## config.mk

```make
export PLATFORM = sky130hd
export DESIGN_NAME = tag_rx_sched
export DESIGN_NICKNAME = d
export VERILOG_FILES = /design/src/rtl/tag_rx_sched.sv
export SDC_FILE = /design/constraint.sdc
export NUM_CORES = 1
export LEC_CHECK = 0
export ABC_AREA = 1
export BUFFER_PORTS_ARGS = -buffer_cell sky130_fd_sc_hd__buf_2
export CAP_MARGIN = 10
export CORE_ASPECT_RATIO = 0.75
export CORE_MARGIN = 2
export CORE_UTILIZATION = 40
export CTS_BUF_LIST = sky130_fd_sc_hd__clkbuf_16
export DETAILED_ROUTE_END_ITERATION = 6
export GPL_TIMING_DRIVEN = 0
export PLACE_DENSITY = 0.68
export SLEW_MARGIN = 0
export SYNTH_ARGS = -nofsm -noshare
export SYNTH_HDL_FRONTEND = slang
export SYNTH_SLANG_ARGS = --single-unit
```

## constraint.sdc

```tcl
create_clock -name clk -period 1.9 [get_ports clk]
set_input_delay 0.19 -clock clk [delete_from_list [all_inputs] [get_ports clk]]
set_output_delay 0.19 -clock clk [all_outputs]
set_load 0.1 [all_outputs]
```

## src/rtl/tag_rx_sched.sv

```systemverilog
// Frame scheduler for the tag RX chain. It qualifies a front-panel sync word by hold time,
// then sequences one NSYMB x NSIG receive frame followed by a guard interval.
module tag_rx_sched #(
    parameter int                   REG_WIDTH    = 12,
    parameter logic [REG_WIDTH-1:0] SYNC_PATTERN = 12'h044,
    parameter logic [REG_WIDTH-1:0] SYNC_MASK    = 12'h0FF,
    parameter int                   SYNC_MIN_CYC = 1024,
    parameter int                   NSIG         = 1024,
    parameter int                   NSYMB        = 16,
    parameter int                   GUARD_CYC    = 64,
    parameter int                   CNT_WIDTH    = 16
) (
    input  logic                 clk,
    input  logic                 reset,
    input  logic                 enable,
    input  logic [REG_WIDTH-1:0] fp_gpio_in,
    output logic [REG_WIDTH-1:0] fp_gpio_ddr,
    output logic [1:0]           rx_state,
    output logic                 rx_sync_en,
    output logic                 rx_trig,
    output logic                 rx_out_mux,
    output logic                 rx_valid,
    output logic [CNT_WIDTH-1:0] samp_idx,
    output logic [CNT_WIDTH-1:0] symb_idx,
    output logic                 frame_done,
    output logic                 sync_lost
);

    typedef enum logic [1:0] {
        ST_IDLE  = 2'd0,
        ST_SYNC  = 2'd1,
        ST_RX    = 2'd2,
        ST_GUARD = 2'd3
    } state_t;

    localparam logic [CNT_WIDTH-1:0] ONE        = CNT_WIDTH'(1);
    localparam logic [CNT_WIDTH-1:0] SYNC_MAX   = CNT_WIDTH'(SYNC_MIN_CYC);
    localparam logic [CNT_WIDTH-1:0] SAMP_LAST  = CNT_WIDTH'(NSIG - 1);
    localparam logic [CNT_WIDTH-1:0] SYMB_LAST  = CNT_WIDTH'(NSYMB - 1);
    localparam logic [CNT_WIDTH-1:0] GUARD_LAST = CNT_WIDTH'(GUARD_CYC - 1);

    state_t               state;
    state_t               state_next;
    logic [REG_WIDTH-1:0] gpio_meta;
    logic [REG_WIDTH-1:0] gpio_sync;
    logic                 match;
    logic [CNT_WIDTH-1:0] sync_cnt;
    logic [CNT_WIDTH-1:0] sync_cnt_next;
    logic [CNT_WIDTH-1:0] guard_cnt;
    logic [CNT_WIDTH-1:0] guard_cnt_next;
    logic [CNT_WIDTH-1:0] samp_next;
    logic [CNT_WIDTH-1:0] symb_next;
    logic                 trig_next;
    logic                 done_next;
    logic                 lost_next;

    assign fp_gpio_ddr = '0;
    assign rx_state    = state;
    assign match       = ((gpio_sync & SYNC_MASK) == (SYNC_PATTERN & SYNC_MASK));

    // The GPIO pins are asynchronous to clk, so only the second flop is ever compared.
    always_ff @(posedge clk or negedge reset) begin
        if (!reset) begin
            gpio_meta <= '0;
            gpio_sync <= '0;
        end else begin
            gpio_meta <= fp_gpio_in;
            gpio_sync <= gpio_meta;
        end
    end

    always_comb begin
        state_next     = state;
        sync_cnt_next  = '0;
        guard_cnt_next = '0;
        samp_next      = '0;
        symb_next      = '0;
        trig_next      = 1'b0;
        done_next      = 1'b0;
        lost_next      = 1'b0;
        if (!enable) begin
            state_next = ST_IDLE;
        end else begin
            case (state)
                ST_IDLE: begin
                    if (match) begin
                        state_next    = ST_SYNC;
                        sync_cnt_next = ONE;
                    end
                end
                ST_SYNC: begin
                    // The frame starts on the falling edge of a sync that was held long enough.
                    if (match) begin
                        sync_cnt_next = (sync_cnt == SYNC_MAX) ? sync_cnt : sync_cnt + ONE;
                    end else if (sync_cnt == SYNC_MAX) begin
                        state_next = ST_RX;
                        trig_next  = 1'b1;
                    end else begin
                        state_next = ST_IDLE;
                    end
                end
                ST_RX: begin
                    if (match) begin
                        state_next    = ST_SYNC;
                        sync_cnt_next = ONE;
                        lost_next     = 1'b1;
                    end else if (samp_idx == SAMP_LAST && symb_idx == SYMB_LAST) begin
                        state_next = ST_GUARD;
                        done_next  = 1'b1;
                    end else if (samp_idx == SAMP_LAST) begin
                        symb_next = symb_idx + ONE;
                    end else begin
                        samp_next = samp_idx + ONE;
                        symb_next = symb_idx;
                    end
                end
                ST_GUARD: begin
                    if (guard_cnt == GUARD_LAST) begin
                        state_next = ST_IDLE;
                    end else begin
                        guard_cnt_next = guard_cnt + ONE;
                    end
                end
                default: state_next = ST_IDLE;
            endcase
        end
    end

    // Status flags are derived from the next state so they line up with rx_state.
    always_ff @(posedge clk or negedge reset) begin
        if (!reset) begin
            state      <= ST_IDLE;
            sync_cnt   <= '0;
            guard_cnt  <= '0;
            samp_idx   <= '0;
            symb_idx   <= '0;
            rx_trig    <= 1'b0;
            frame_done <= 1'b0;
            sync_lost  <= 1'b0;
            rx_sync_en <= 1'b0;
            rx_out_mux <= 1'b0;
            rx_valid   <= 1'b0;
        end else begin
            state      <= state_next;
            sync_cnt   <= sync_cnt_next;
            guard_cnt  <= guard_cnt_next;
            samp_idx   <= samp_next;
            symb_idx   <= symb_next;
            rx_trig    <= trig_next;
            frame_done <= done_next;
            sync_lost  <= lost_next;
            rx_sync_en <= (state_next == ST_SYNC);
            rx_out_mux <= (state_next == ST_RX);
            rx_valid   <= (state_next == ST_RX);
        end
    end

endmodule

```

# [Yosys cells after proc, flatten, opt, wreduce, memory -nomap -nowiden]
# Cells that the tools add are included.
[word_totals] mem_bits_ro=0 n_memories=0 word_cells=68 ff_bits=87 ram_bits=0 latch_bits=0
[classes] n_reduce_logical=3 n_shift=0 n_mux=37 multipliers=0 div=0 bitwise=0 magnitude_cmp=0 add_sub_neg=4 eq_ne=12
[op_table] operator="16-bit 2-to-1 mux" n=16
[op_table] operator="16-bit by 1-bit adder with 16-bit output (second input constant)" n=4
[op_table] operator="16-bit one-hot mux with 2 select lines" n=1
[op_table] operator="16-bit by 10-bit == test with 1-bit output (second input constant)" n=1
[op_table] operator="16-bit by 11-bit == test with 1-bit output (second input constant)" n=1
[op_table] operator="16-bit by 4-bit == test with 1-bit output (second input constant)" n=1
[op_table] operator="16-bit by 6-bit == test with 1-bit output (second input constant)" n=1
[op_table] operator="2-bit 2-to-1 mux" n=7
[op_table] operator="1-bit 2-to-1 mux" n=12
[op_table] operator="8-bit by 7-bit == test with 1-bit output (second input constant)" n=1
[op_table] operator="2-bit one-hot mux with 4 select lines" n=1
[op_table] operator="2-bit == test (second input constant)" n=3
[op_table] operator="5-bit inequality test (second input constant)" n=1
[op_table] operator="2-bit by 1-bit == test with 1-bit output (second input constant)" n=2
[op_table] operator="4-bit inequality test (second input constant)" n=1
[op_table] operator="2-bit logical NOT" n=1
[op_table] operator="2-bit OR reduction" n=1
[op_table] operator="1-bit logical AND" n=1

# [Logic depth before layout (Yosys ltp)]
# Gate-level depths: netlist of the first run.
[logic_depth] depth_word=7 depth_mapped=11 depth_no_buf=11

# [Least setup slack after synthesis of the first run]
# No wires, ideal clock.
[synth_path] kind="reg-to-reg" from="register samp_idx[0]" to="register symb_idx[0]" arrival_ns=2.150 period_less_slack_ns=2.310 path_buffers=1 path_stages_with_launch=12 setup_ns=0.160 path_slack_ns=-0.410 cell_sequence="dfrtp_1 -> ha_1 -> nand2_1 -> nor2_4 -> nand2_2 -> nor2_4 -> nand2_2 -> nand3_4 -> inv_2 -> buf_6 -> nand2_1 -> o21ai_1"
[synth_via] elab_chain_len=6 elab_cells_between_ends=7 classes_between="2 x eq/ne; 4 x mux; 1 x reduce/logical"
[synth_lines] element="from (decl)" line_no="23" source="output logic [CNT_WIDTH-1:0] samp_idx,"
[synth_lines] element="from (signal assigned)" line_no="147" source="samp_idx <= samp_next;"
[synth_lines] element="16-bit by 10-bit == test with 1-bit output *" line_no="107, 110"
[synth_lines] element="1-bit logical AND" line_no="107" source="end else if (samp_idx == SAMP_LAST && symb_idx == SYMB_LAST) begin"
[synth_lines] element="16-bit 2-to-1 mux" line_no="107"
[synth_lines] element="16-bit 2-to-1 mux" line_no="103" source="if (match) begin"
[synth_lines] element="16-bit 2-to-1 mux" line_no="84" source="case (state)"
[synth_lines] element="16-bit 2-to-1 mux" line_no="81" source="if (!enable) begin"
[synth_lines] element="to (signal assigned)" line_no="148" source="symb_idx <= symb_next;"
[synth_lines] element="to (decl)" line_no="24" source="output logic [CNT_WIDTH-1:0] symb_idx,"
# Mark *: on every way between the ends. The rest lies on a longest branch, timed or not.
# A chain may end at the register's enable or synchronous reset.

# [Worst setup path after layout of the first run]
[layout_path] from="register symb_idx[0]" to="register symb_idx[3]"
[layout_via] elab_chain_len=6 elab_cells_between_ends=9 classes_between="1 x add/sub; 2 x eq/ne; 5 x mux; 1 x reduce/logical"
[layout_lines] element="16-bit by 1-bit adder with 16-bit output or 16-bit by 4-bit == test with 1-bit output (tied branches)" line_no="111, 107"
[layout_lines] element="16-bit 2-to-1 mux or 1-bit logical AND (tied branches)" line_no="110, 107"
[layout_lines] element="16-bit 2-to-1 mux" line_no="107"
[layout_lines] element="16-bit 2-to-1 mux" line_no="103"
[layout_lines] element="16-bit 2-to-1 mux" line_no="84"
[layout_lines] element="16-bit 2-to-1 mux" line_no="81"
# Parallel ways exist; a longest one is shown, timed or not. The select of a mux whose other input is x is not followed.

==> results of run 1 <==
[stage by stage]
stage               power (W)  worst slack [ns]
floorplan             0.00204           0.00182
global placement      0.00209            -0.385
detailed placement    0.00210            0.0591
CTS                   0.00390            0.0345
global route          0.00398          0.000580
finish                0.00385             0.124
[worst max-delay path: cells and delay by family (launching register included)]
family	cells	cell delay [ns]
simple gates	4	0.50
buf+inv	2	0.26
fa+ha+maj	1	0.33
flops	1	0.40
compound gates	2	0.16
[cell usage after synthesis, drive strengths merged]
| library cell | n | area [um2] |
|---|---|---|
| a211oi | 3 | 22.5 |
| a21oi | 19 | 106 |
| a22oi | 2 | 15.0 |
| a2bb2oi | 1 | 8.76 |
| a31oi | 1 | 6.26 |
| and3 | 2 | 12.5 |
| buf | 19 | 151 |
| clkinv | 1 | 5.00 |
| conb | 1 | 3.75 |
| dfrtp | 87 | 2180 |
| ha | 5 | 62.6 |
| inv | 77 | 289 |
| nand2 | 121 | 482 |
| nand3 | 43 | 248 |
| nand3b | 1 | 20.0 |
| nand4 | 12 | 75.1 |
| nor2 | 120 | 523 |
| nor3 | 20 | 128 |
| nor3b | 1 | 7.51 |
| nor4 | 2 | 12.5 |
| o21a | 2 | 15.0 |
| o21ai | 17 | 88.8 |
| or2 | 2 | 12.5 |
| xnor2 | 3 | 26.3 |
| xor2 | 13 | 114 |
[worst paths after layout]
| check | start | end | cells after the start | slack, ns |
|---|---|---|---|---|
| setup / recovery | symb_idx[0] | symb_idx[3] | 9 | 0.12 |
| max in group asynchronous | reset | symb_idx[3] | 3 | 0.93 |
| hold / removal | enable | symb_idx[8] | 3 | 0.19 |
| setup reg to reg | symb_idx[0] | symb_idx[3] | 9 | 0.12 |
| hold reg to reg | gpio_meta[1] | gpio_sync[1] | 0 | 0.35 |
| min in group asynchronous | reset | samp_idx[6] | 2 | 0.34 |
[logic make-up (layout without fill, tap and decap cells)]
family | Yosys count | in the layout | synth area share, %
other | 1 | 12 | 0.0813
AOI/OAI and AO/OA | 45 | 45 | 5.70
xor gates and xnor gates | 16 | 16 | 3.04
DFF | 87 | 87 | 47.2
adders and majority gates | 5 | 5 | 1.36
and+or+nand+nor | 324 | 324 | 33.0
buffers and inverters | 97 | 174 | 9.66
[cells in the final DEF, fill, tap and decap left out, drive strengths merged]
cell | netlist | routed
xor2 | 13 | 13
clkbuf | 0 | 9
dfrtp | 87 | 87
a21oi | 19 | 19
a31oi | 1 | 1
a211oi | 3 | 3
nor3b | 1 | 1
nand3b | 1 | 1
o21ai | 17 | 17
or2 | 2 | 2
a22oi | 2 | 2
a2bb2oi | 1 | 1
nor2 | 120 | 120
nor4 | 2 | 2
nand4 | 12 | 12
buf | 19 | 71
nand2 | 121 | 121
nand3 | 43 | 43
xnor2 | 3 | 3
and3 | 2 | 2
nor3 | 20 | 20
dlygate4sd3 | 0 | 9
inv | 77 | 82
clkinv | 1 | 3
conb | 1 | 12
o21a | 2 | 2
ha | 5 | 5
[state kept, by name (all words and copies together), names as in the netlist]
signal / cells
gpio_meta: 8
rx_valid: 1
rx_trig: 1
guard_cnt: 16
rx_sync_en: 1
samp_idx: 16
frame_done: 1
gpio_sync: 8
symb_idx: 16
rx_state: 2
sync_lost: 1
sync_cnt: 16
[per-layer routing]
| layer | share of wire (%) | global-route usage (%) |
|---|---|---|
| met1 | 50 | 25.6 |
| met2 | 44 | 24.8 |
| met3 | 5.2 | 4.42 |
| met4 | 1.2 | 4.82 |
| met5 | 0 | 0 |
[power by group through the flow]
stage	clock (W)	sequential [W]	combinational [W]
after floorplan	0	0.00191	0.000136
after global placement	0	0.00191	0.000184
after detailed placement	0	0.00191	0.000193
after CTS	0.00182	0.00187	0.000207
after global routing	0.00189	0.00187	0.000222
final	0.00177	0.00187	0.000204
[cell type report]
class,count,area [um2],share of cell area (%)
clock buffers,9,225,4.06
clock inverters,7,71.3,1.28
well taps,140,175,3.16
plain buffers,19,151,2.73
flip-flops and latches,87,2210,39.8
inverters,78,294,5.30
repair buffers,61,393,7.08
multi-input cells,402,2030,36.6
[timing repair]
item	4_1_cts	5_1_grt
buffers inserted	0	2
gates resized for setup	0	1
hold buffers	9	0
endpoints found under the hold margin	40	0
endpoints found under the setup margin	0	14
==> impl_metrics.toml, run 1 <==
[cells_and_area]
area_growth_pct = 20.3
drive_gt1_share_pct = 22.6
finalInstanceArea_um2 = 5550
nets = 678
diodes = 0
fillCellCount = 1066
fin_util_pct = 50.2
stdcell_count = 803

[timing]
fin_crit_sh_pct = 93.5
rsz0062_at_grt = "false"
fin_setup_tns_ns = 0
fin_worst_skew_ns = 0.00638
period_minus_slack_ns = 1.78
hold_viol = 0
final_max_slew_viol_count = 0
setup_violations = 0
max_freq_mhz = 563
holdWs_ns = 0.186

[die]
initial_core_util_pct = 41.7
die-area_um2 = 12400
rows = 33
die_y_um = 97.0
core_area_um2 = 11100
ios = 67
die_w_um = 128

[clock_tree]
cts.sinks = 87
cts_tree = "built"
numCtsBuffers = 9
root_buffer = "clkbuf_16"
clkTransAtPathRegs_ns = 0.07
clk_latency_ns = 0.35
htree_levels = 3
cts_max_path_buffers = 2

[flow_run]
drv_cap = 0

[placement]
placed_area_um2 = 5130
place.port_buffers = 49
dpl.hpwl_um = 7300
routabilityCongestion = 0.859
dp_cells = 776

[detailed_routing]
drt_iter0_drc = 391
via_per_inst = 4.81
drtAntennaViolNets = 0
wire_per_inst_um = 12.4
drc = 0
drt_pass1_iterations = 5
routed_wl_um = 9930
num_vias = 3863

[pwr]
p_sw_w = 0.000999
cellPowerDensity_nw_per_um2 = 693
ir_worst_vdd_mv = 0.611
combPwrFrac_pct = 5.3
switching_share_pct = 26.0
p_int_w = 0.00285
pwr-share-clk_pct = 46.0
p_leak_nw = 2.64
p_seq_share_pct = 48.7

[worst_setup_path]
worst_path_most_repeated_cell = "nand3_2"
cpMaxStageDelayCell = "dfrtp_2"
worst_ep_arrival_time_ns = 2.01
cp-end-kind = "flop"
path_class = "reg -> reg"
cp_max_fo = 7
critPathMaxStageDelay_ns = 0.40
critPathLaunchType = "flop"
crit_chain = "ha_1 -> nand3_2 -> clkinv_2 -> nand3_2 -> nor2_2 -> a21oi_4 -> buf_12 -> o21ai_2 -> nor2_1"
cp.required_ns = 2.13

[logic_synthesis]
netlist_area_um2 = 4610
ys_types = 39
ys.warnings.count = 0
ys_seq_area_share_pct = 47.2
ys_ff_latch = 87
netlist_instances = 575
synth.avg_cell_area_um2 = 8.02

[global_route]
grtUsageTotal_pct = 17.2
grt_pass1_wl_um = 17200
grt_pass1_vias = 3593
antenna_found_initial = 0
grt_max_degree = 56
overflow = 0

[outcome]
status = "complete, no violations"

[hold_path]
hp-class = "in -> reg"
Power figures use the tool's default switching activity.
==> inputs of run 2 (changes only) <==
Settings changed: PLACE_DENSITY 0.68 to 0.71, RECOVER_POWER from default to 100.
Clock period 1.9 ns to 1.6 ns, I/O delays scaled along.
==> run 2 against run 1 <==
  * The flow now finishes with violations (setup timing)
  * Via count is 6.4% higher
  * Non-clock buffer count is 24 higher
  * Cell count is 3.0% higher
  * Worst setup slack worse by 0.20 ns
  * Worst hold slack worse by 0.0032 ns
  * Sequential share of layout area is 2.6 points lower
  * Sequential cell count stayed put
  * Utilization is 4.5 points higher
  * First-iteration DRC count is 37% lower
  * Power is 19% higher
  * Largest power group unchanged
  * Critical endpoint is now symb_idx[9]
  * Critical path depth is 1 higher
  * Final area is 8.9% higher
==> impl_metrics.toml, run 2 (same netlist as run 1, synthesis figures left out) <==
[cells_and_area]
finalInstanceArea_um2 = 6050
diodes = 0
register_area_um2 = 2240
multiInputGateArea_um2 = 2280
nets = 702
mostFrequentLayoutCells = "nand2_1, nor2_1, inv_1"
fillCellCount = 994
drive_gt1_share_pct = 34.4
final_common_cell = "nand2_1"
area_growth_pct = 31.1

[die]
die_w_um = 128
die-area_um2 = 12400
core_area_um2 = 11100
ios = 67
die_y_um = 97.0
initial_core_util_pct = 41.7
rows = 33

[worst_setup_path]
path_class = "reg -> reg"
crit_start = "samp_idx[0]"
reg2regPathDepth = 10
worst_ep_arrival_time_ns = 1.91
r2r-end = "symb_idx[9]"
cp.required_ns = 1.83
critPathLaunchType = "flop"
cp-end-kind = "flop"
cp_max_fo = 10
setup.worst_path.end = "symb_idx[9]"
r2r-start = "samp_idx[0]"
r2r_slack_ns = -0.07

[hold_path]
hp-start = "enable"
hp-class = "in -> reg"

[outcome]
violations = "setup timing"
status = "finished, violations left"

[detailed_routing]
drt_pass1_iterations = 5
drc = 0
via_per_inst = 4.97
drtAntennaViolNets = 0
drt_iter0_drc = 246
num_vias = 4109
wire_per_inst_um = 13.7
routed_wl_um = 11400

[clock_tree]
cts_tree = "built"
clkTransAtPathRegs_ns = 0.07
htree_levels = 3
root_buffer = "clkbuf_16"
cts_max_path_buffers = 2
numCtsBuffers = 9
cts.sinks = 87
clk_latency_ns = 0.34

[timing]
holdWs_ns = 0.182
hold_viol = 0
final_max_slew_viol_count = 0
fin_ws_ns = -0.0717
fin_worst_skew_ns = 0.00938
max_freq_mhz = 598
period_minus_slack_ns = 1.67
relSlewSlack_pct = 31.1
rsz0062_at_grt = "true"
worst_pin_slew_ns = 1.03
setup_violations = 14
fin_crit_sh_pct = 104

[global_route]
grt_pass1_wl_um = 18300
overflow = 0
antenna_found_initial = 0
grtUsageTotal_pct = 18.3
grt_pass1_vias = 3899
grt_max_degree = 50

[flow_run]
drv_cap = 0

[pwr]
finalPower_w = 0.00459
ir_worst_vdd_mv = 0.577
cellPowerDensity_nw_per_um2 = 759
p_leak_nw = 2.72

[placement]
routabilityCongestion = 0.938
placed_area_um2 = 5260
place.port_buffers = 49
dpl.hpwl_um = 7740
[run 2: cell count changes in the layout (fill, tap and decap cells not counted), sizes merged]
cell,before,now
clkbuf,9,38
buf,71,66
inv,82,79
clkinvlp,0,2
bufinv,0,1
[run 2: final cells by class]
cell class	count	area share (%)
Multi-Input combinational cell	402	37.8
Sequential cell	87	37.1
Timing Repair Buffer	85	9.56
Inverter	78	4.97
Clock buffer	9	3.72
Tap cell	140	2.90
Buffer	19	2.79
Clock inverter	7	1.16
[run 2: per-layer routing]
metal	GRT usage, %	share of wire, %	wire length [um]
met1	25.7	45	5130
met2	28.1	47	5370
met3	3.76	5.9	666
met4	6.34	1.7	190
met5	0	0	0
[run 2: power by group]
group	leakage [nW]	internal [W]	switching [W]	total, W
logic	1.46	0.0000591	0.000194	0.000253
clock network	0.138	0.00121	0.000898	0.00211
registers	1.12	0.00222	0.00000718	0.00223
[run 2: stage by stage]
stage / TNS (ns) / setup WS, ns / cells / util [%]
2_1_floorplan: -3.76 / -0.186 / 586 / -
3_3_place_gp: -40.00 / -0.660 / 775 / 47.3
3_5_place_dp: -1.22 / -0.130 / 776 / 47.5
4_1_cts: -0.356 / -0.0443 / 810 / 52.3
5_1_grt: -3.49 / -0.136 / 827 / 54.6
6_report: -0.324 / -0.0717 / 827 / 54.6
[run 2: timing repair]
action	4_1_cts	5_1_grt
buffers inserted	8	17
hold endpoints to repair	46	0
cloned	1	0
pin swaps	5	18
setup endpoints to repair	32	59
hold buffers	9	0
gates resized for setup	17	43
[run 2: worst min path at each step]
stage                   endpoint  cells past startpoint  slack [ns]
finish               symb_idx[7]                      3        0.18
detailed placement  sync_cnt[11]                      1        0.18
global route            rx_valid                      3        0.18
CTS                  symb_idx[7]                      3        0.16
floorplan             frame_done                      0       -0.14
global placement    gpio_meta[5]                      1        0.27
[run 2: critical path: stages (launching register included)]
cell	delay, ns
dfrtp_4	0.50
ha_4	0.18
nand2_4	0.08
nor2_4	0.04
nand2_2	0.09
nor2_4	0.04
nand2_2	0.07
nand3_4	0.13
buf_8	0.19
a21oi_1	0.16
nor2_2	0.06
